$ cat src/rtl/arm_memsys.sv
// arm_memsys: memory-side responder for the multicycle ARM core bus.
//
// Word-addressed RAM with combinational read and full-word writes, plus a
// memory-mapped I/O page at Adr[31:16] == 16'hFFFF containing:
//   0x00 TXDATA  write pushes WriteData[7:0] into the console FIFO, reads 0
//   0x04 STATUS  {24'b0, count[3:0], 1'b0, overflow, empty, full}; any write
//                clears overflow
//   0x08 CYCLE   free-running cycle counter; any write loads 0
//
// Optional feature macro: ARM_MEMSYS_CYCLE_EN
//   defined   -> cycle counter is built
//   undefined -> no counter logic, CYCLE reads 0 and writes are ignored
//
// Ports:
//   clk        rising-edge clock
//   reset      synchronous active-low reset
//   MemWrite   write strobe qualifying Adr/WriteData
//   Adr        byte address
//   WriteData  write data
//   ReadData   combinational read data for the current Adr
//   tx_data    FIFO head byte (0 when empty)
//   tx_valid   FIFO non-empty
//   tx_ready   consumer accepts the head when tx_valid && tx_ready
module arm_memsys #(
  parameter int MEM_WORDS  = 64,
  parameter int FIFO_DEPTH = 4
) (
  input  logic        clk,
  input  logic        reset,
  input  logic        MemWrite,
  input  logic [31:0] Adr,
  input  logic [31:0] WriteData,
  output logic [31:0] ReadData,
  output logic [7:0]  tx_data,
  output logic        tx_valid,
  input  logic        tx_ready
);

  localparam int AW = $clog2(MEM_WORDS);
  localparam int PW = $clog2(FIFO_DEPTH);
  localparam int CW = PW + 1;

  // Storage
  logic [31:0]   mem_q  [MEM_WORDS];
  logic [7:0]    fifo_q [FIFO_DEPTH];

  // FIFO control state
  logic [PW-1:0] rd_ptr_q, rd_ptr_d;
  logic [PW-1:0] wr_ptr_q, wr_ptr_d;
  logic [CW-1:0] count_q, count_d;
  logic          ovf_q, ovf_d;

  // Decode / control
  logic          io_sel_s;
  logic          ram_wr_s;
  logic          io_wr_s;
  logic          push_req_s;
  logic          push_s;
  logic          pop_s;
  logic          full_s;
  logic          empty_s;
  logic          ovf_set_s;
  logic          status_wr_s;
  logic [AW-1:0] ram_idx_s;
  logic [3:0]    count4_s;
  logic [31:0]   status_s;
  logic [31:0]   cycle_rd_s;
  logic [31:0]   io_rd_s;
  logic          unused_adr_s;

  // Address bits outside the RAM index and I/O offset are intentionally ignored.
  assign unused_adr_s = ^Adr;

  assign io_sel_s    = (Adr[31:16] == 16'hFFFF);
  assign ram_wr_s    = MemWrite && !io_sel_s;
  assign io_wr_s     = MemWrite && io_sel_s;
  assign ram_idx_s   = Adr[AW+1:2];
  assign push_req_s  = io_wr_s && (Adr[7:0] == 8'h00);
  assign status_wr_s = io_wr_s && (Adr[7:0] == 8'h04);

  assign empty_s  = (count_q == CW'(0));
  assign full_s   = (count_q == CW'(FIFO_DEPTH));
  assign tx_valid = !empty_s;
  assign tx_data  = empty_s ? 8'h00 : fifo_q[rd_ptr_q];

  // A pop frees a slot in the same edge, so a push into a full FIFO with a
  // concurrent pop is accepted rather than dropped.
  assign pop_s     = tx_valid && tx_ready;
  assign push_s    = push_req_s && (!full_s || pop_s);
  assign ovf_set_s = push_req_s && full_s && !pop_s;

  assign count4_s = 4'(count_q);
  assign status_s = {24'h000000, count4_s, 1'b0, ovf_q, empty_s, full_s};

`ifdef ARM_MEMSYS_CYCLE_EN
  logic [31:0] cycle_q, cycle_d;
  logic        cycle_wr_s;

  assign cycle_wr_s = io_wr_s && (Adr[7:0] == 8'h08);
  assign cycle_rd_s = cycle_q;

  // Counter next state: a CYCLE write wins over the increment.
  always_comb begin
    cycle_d = cycle_q;
    if (cycle_wr_s) begin
      cycle_d = 32'h00000000;
    end else begin
      cycle_d = cycle_q + 32'h00000001;
    end
  end

  // Counter register.
  always_ff @(posedge clk) begin
    if (!reset) begin
      cycle_q <= 32'h00000000;
    end else begin
      cycle_q <= cycle_d;
    end
  end
`else
  assign cycle_rd_s = 32'h00000000;
`endif

  // FIFO pointer, count and overflow next state.
  always_comb begin
    rd_ptr_d = rd_ptr_q;
    wr_ptr_d = wr_ptr_q;
    count_d  = count_q;
    ovf_d    = ovf_q;
    if (push_s) begin
      wr_ptr_d = wr_ptr_q + PW'(1'b1);
    end else begin
      wr_ptr_d = wr_ptr_q;
    end
    if (pop_s) begin
      rd_ptr_d = rd_ptr_q + PW'(1'b1);
    end else begin
      rd_ptr_d = rd_ptr_q;
    end
    case ({push_s, pop_s})
      2'b10:   count_d = count_q + CW'(1'b1);
      2'b01:   count_d = count_q - CW'(1'b1);
      default: count_d = count_q;
    endcase
    if (status_wr_s) begin
      ovf_d = 1'b0;
    end else if (ovf_set_s) begin
      ovf_d = 1'b1;
    end else begin
      ovf_d = ovf_q;
    end
  end

  // FIFO control registers; reset discards contents and any push/pop.
  always_ff @(posedge clk) begin
    if (!reset) begin
      rd_ptr_q <= '0;
      wr_ptr_q <= '0;
      count_q  <= '0;
      ovf_q    <= 1'b0;
    end else begin
      rd_ptr_q <= rd_ptr_d;
      wr_ptr_q <= wr_ptr_d;
      count_q  <= count_d;
      ovf_q    <= ovf_d;
    end
  end

  // FIFO data storage; no reset needed since the pointers gate visibility.
  always_ff @(posedge clk) begin
    if (reset && push_s) begin
      fifo_q[wr_ptr_q] <= WriteData[7:0];
    end else begin
      fifo_q[wr_ptr_q] <= fifo_q[wr_ptr_q];
    end
  end

  // RAM write port; RAM is not touched by reset and still writes during it.
  always_ff @(posedge clk) begin
    if (ram_wr_s) begin
      mem_q[ram_idx_s] <= WriteData;
    end else begin
      mem_q[ram_idx_s] <= mem_q[ram_idx_s];
    end
  end

  // Combinational read mux for RAM and the I/O page.
  always_comb begin
    io_rd_s = 32'h00000000;
    case (Adr[7:0])
      8'h04:   io_rd_s = status_s;
      8'h08:   io_rd_s = cycle_rd_s;
      default: io_rd_s = 32'h00000000;
    endcase
    if (io_sel_s) begin
      ReadData = io_rd_s;
    end else begin
      ReadData = mem_q[ram_idx_s];
    end
  end

endmodule

$ cat config.mk
export PLATFORM = sky130hd
export DESIGN_NAME = arm_memsys
export DESIGN_NICKNAME = d
export VERILOG_FILES = /design/src/rtl/arm_memsys.sv
export SDC_FILE = /design/constraint.sdc
export NUM_CORES = 2
export LEC_CHECK = 0
export CORE_ASPECT_RATIO = 1.75
export CORE_UTILIZATION = 45
export CTS_CLUSTER_DIAMETER = 30
export DETAILED_ROUTE_END_ITERATION = 12
export DONT_BUFFER_PORTS = 1
export GPL_TIMING_DRIVEN = 0
export HOLD_SLACK_MARGIN = 0.03
export PLACE_DENSITY_LB_ADDON = 0.25
export SLEW_MARGIN = 10
export SYNTH_ARGS = -nofsm -noshare
export SYNTH_HDL_FRONTEND = slang
export SYNTH_SLANG_ARGS = --single-unit
$ cat constraint.sdc
create_clock -name clk -period 6.35 [get_ports clk]
set_clock_uncertainty 0.2 [all_clocks]
set_input_delay 1.905 -clock clk [delete_from_list [all_inputs] [get_ports clk]]
set_output_delay 1.905 -clock clk [all_outputs]
set_load 0.02 [all_outputs]
==> results.py <==
metrics = {
    "status": {
        "outcome": "complete, but fails checks",
        "violations": "negative setup slack",
    },
    "timing": {
        "period_minus_slack_ns": 6.531,
        "max_freq_mhz": 153.1,
        "rsz0062_at_grt": "true",
        "setup_viol": 23,
        "max-slew-margin-rel": 0.1600,
        "tightest_slew_ns": 1.260,
        "hold_violations": 0,
        "fin_setup_tns_ns": -1.878,
        "drv_slew": 0,
        "setup_slack_ns": -0.1808,
        "period_share": 1.028,
        "hold_slack_ns": 0.3321,
    },
    "final_layout": {
        "layout_commonest_cell": "edfxtp_1",
        "nets": 4298,
        "final_cell_mix": "2,080 x edfxtp_1, 457 x mux4_2, 243 x clkbuf_16",
        "area_growth_pct": 24.03,
        "instances_no_fill": 6808,
        "drive_gt1_frac": 0.3579,
    },
    "global_routing": {
        "antenna_found_initial": 16,
        "track_usage": 0.3544,
        "grt_pass1_wl_um": 415600,
        "overflow": 0,
        "first_global_vias": 45540,
        "grt_max_degree": 65,
    },
    "synth": {
        "synth-main-ff-cell": "edfxtp_1",
        "async_reset_ff_frac": 0,
        "ys_seq_area_frac": 0.7797,
        "syn_area_um2": 80360,
        "synth.top_cell.area_share": 0.7773,
        "yosysTopAreaCell": "edfxtp_1",
        "yosysUniqueCellTypes": 62,
        "synth-simple-area-share": 0.02949,
        "synth-compound-area-share": 0.02676,
        "yosys_warnings": 0,
        "synth_fa_ha_area_frac": 0.001028,
        "synth_top_family_by_area": "multiplexers",
        "yosys-top-cells-area": "edfxtp_1 78%, mux4_2 13%, mux2i_1 1.6%",
        "synth-seq-cells": 2090,
        "synthXorXnorAreaFrac": 0.0005450,
        "synth_nets": 3774,
        "synthMuxAreaShare": 0.1465,
        "avgSynthCellArea_um2": 21.72,
        "synth_cells": 3700,
        "synth-edff-count": 2080,
    },
    "worst_setup_path": {
        "path_class": "in2out",
        "crit_arrival_ns": 4.43,
        "crit_required_ns": 4.24,
        "r2r-start": "mem_q[59][24]",
        "crit_fanout": 10,
        "start_kind": "input pin",
        "cp-startpoint": "Adr[3]",
        "worstSetupEndpointType": "primary output",
    },
    "routing": {
        "first_pass_iters": 8,
        "routed_wl_um": 317800,
        "vias_per_cell": 6.885,
        "vias": 46870,
        "wire_per_inst_um": 46.68,
        "remaining_drc_errors": 0,
        "ant_nets": 0,
        "first_iter_violations": 7625,
    },
    "pwr": {
        "p_per_area_nw_per_um2": 327.0,
        "p_leak_nw": 31.86,
        "power.total_mw": 32.59,
        "ir_drop_mv": 0.2375,
    },
    "clocking": {
        "numCtsBuffers": 238,
        "htreeDepth": 4,
        "cts_sinks": 2090,
        "cts_tree": "done",
        "cts_root_buf": "clkbuf_16",
        "clk_pin_slew_ns": 0.06,
        "clockBufferDepth": 4,
        "clk_latency_ns": 0.90,
    },
    "floorplanning": {
        "dieArea_um2": 180300,
        "fp.dieW_um": 321.4,
        "initial_core_util": 0.4543,
        "ios": 109,
        "coreArea_um2": 176900,
        "fp.dieH_um": 561.0,
        "num_rows": 204,
    },
    "place": {
        "finalWeightedCongestion": 0.9095,
        "port_buffers": 0,
        "dp_hpwl_um": 213100,
        "dp_cells": 6244,
        "place_ws_ns": -2.508,
    },
    "flow_run": {
        "maxCapViolCount": 0,
    },
    "hold_path": {
        "hp-class": "reg2reg",
        "min_from": "count_q[2]",
    },
}
==> final timing paths <==
path                                      end  slack [ns]  depth (start not counted)
worst min register to register     count_q[2]        0.33                          2
worst max-delay path             ReadData[24]       -0.18                          6
worst min-delay path               count_q[2]        0.33                          2
worst max register to register  mem_q[53][24]        2.96                          6
==> state kept, by name (all words and copies together), names as in the netlist, named ones only <==
register	count
count_q	3
rd_ptr_q	2
fifo_q	32
ovf_q	1
wr_ptr_q	2
mem_q	2048
==> layer usage <==
layer	track usage	wire [µm]	share of wire	vias up
li1	-	-	-	16770
met1	0.3808	92940	0.29	24220
met2	0.5560	146800	0.46	4370
met3	0.1189	40650	0.13	1489
met4	0.3129	36920	0.12	24
met5	0.009371	515	0.0016	-
==> report_power, final <==
group	switching [mW]	internal (mW)	total (mW)
sequential	0.0234	15.6	15.6
combinational	1.68	0.807	2.48
clock	6.04	8.45	14.5
total	7.74	24.8	32.6
==> critical path, cell delays in order <==
cell	delay, ns
buf_2	0.36
buf_4	0.46
mux4_2	0.37
a221oi_1	0.61
nand4_1	0.36
nor2b_2	0.31
==> cells in the mapped netlist, drive strengths merged, types with 5 or more instances <==
master / instances
dfxtp: 10
nor4b: 5
and4: 5
nor4: 5
clkbuf: 63
a211oi: 5
a21oi: 47
nand3: 46
and2: 11
o211ai: 15
nor3: 28
nor2b: 17
and3: 13
a22oi: 163
buf: 144
ha: 5
edfxtp: 2080
mux2i: 129
nor2: 142
nand2: 126
nand4: 43
o2111ai: 6
o21ai: 16
o22ai: 15
mux4: 457
mux2: 17
a311oi: 6
and4b: 5
a32oi: 12
a221oi: 5
or3: 5
nand2b: 6
inv: 9
==> timing repair <==
item	in CTS	in global routing
setup buffers	79	32
gates resized for setup	495	65
endpoints found under the setup margin	160	31
cloned	2	0
hold buffers	0	0
pin swaps	49	37
==> layout make-up <==
class | instances | area (µm²)
antenna | 19 | 47.55
buffer | 203 | 2625
clock buffer | 254 | 6080
clock inverter | 182 | 2203
fill | 12690 | 77210
inverter | 12 | 51.30
multi-input combinational | 1391 | 18010
sequential | 2090 | 62660
tap | 2369 | 2964
timing repair buffer | 288 | 5027
==> cell families (layout without fill, tap and decap cells) <==
family / after synthesis / count (layout)
flip-flops: 2090 / 2090
other: 0 / 19
AO/OA/AOI/OAI: 304 / 304
AND/OR/NAND/NOR: 473 / 473
multiplexers: 603 / 603
XOR/XNOR: 5 / 5
buffers and inverters: 219 / 939
adder cells (fa/ha/maj): 6 / 6
==> metrics by stage <==
step	utilization	instance area [µm²]
3_5_place_dp	0.4982	88120
5_1_grt	0.5633	99640
6_report	0.5635	99670
3_3_place_gp	0.4711	83320
2_1_floorplan	-	80360
4_1_cts	0.5601	99070
Power figures use the tool's default switching activity.
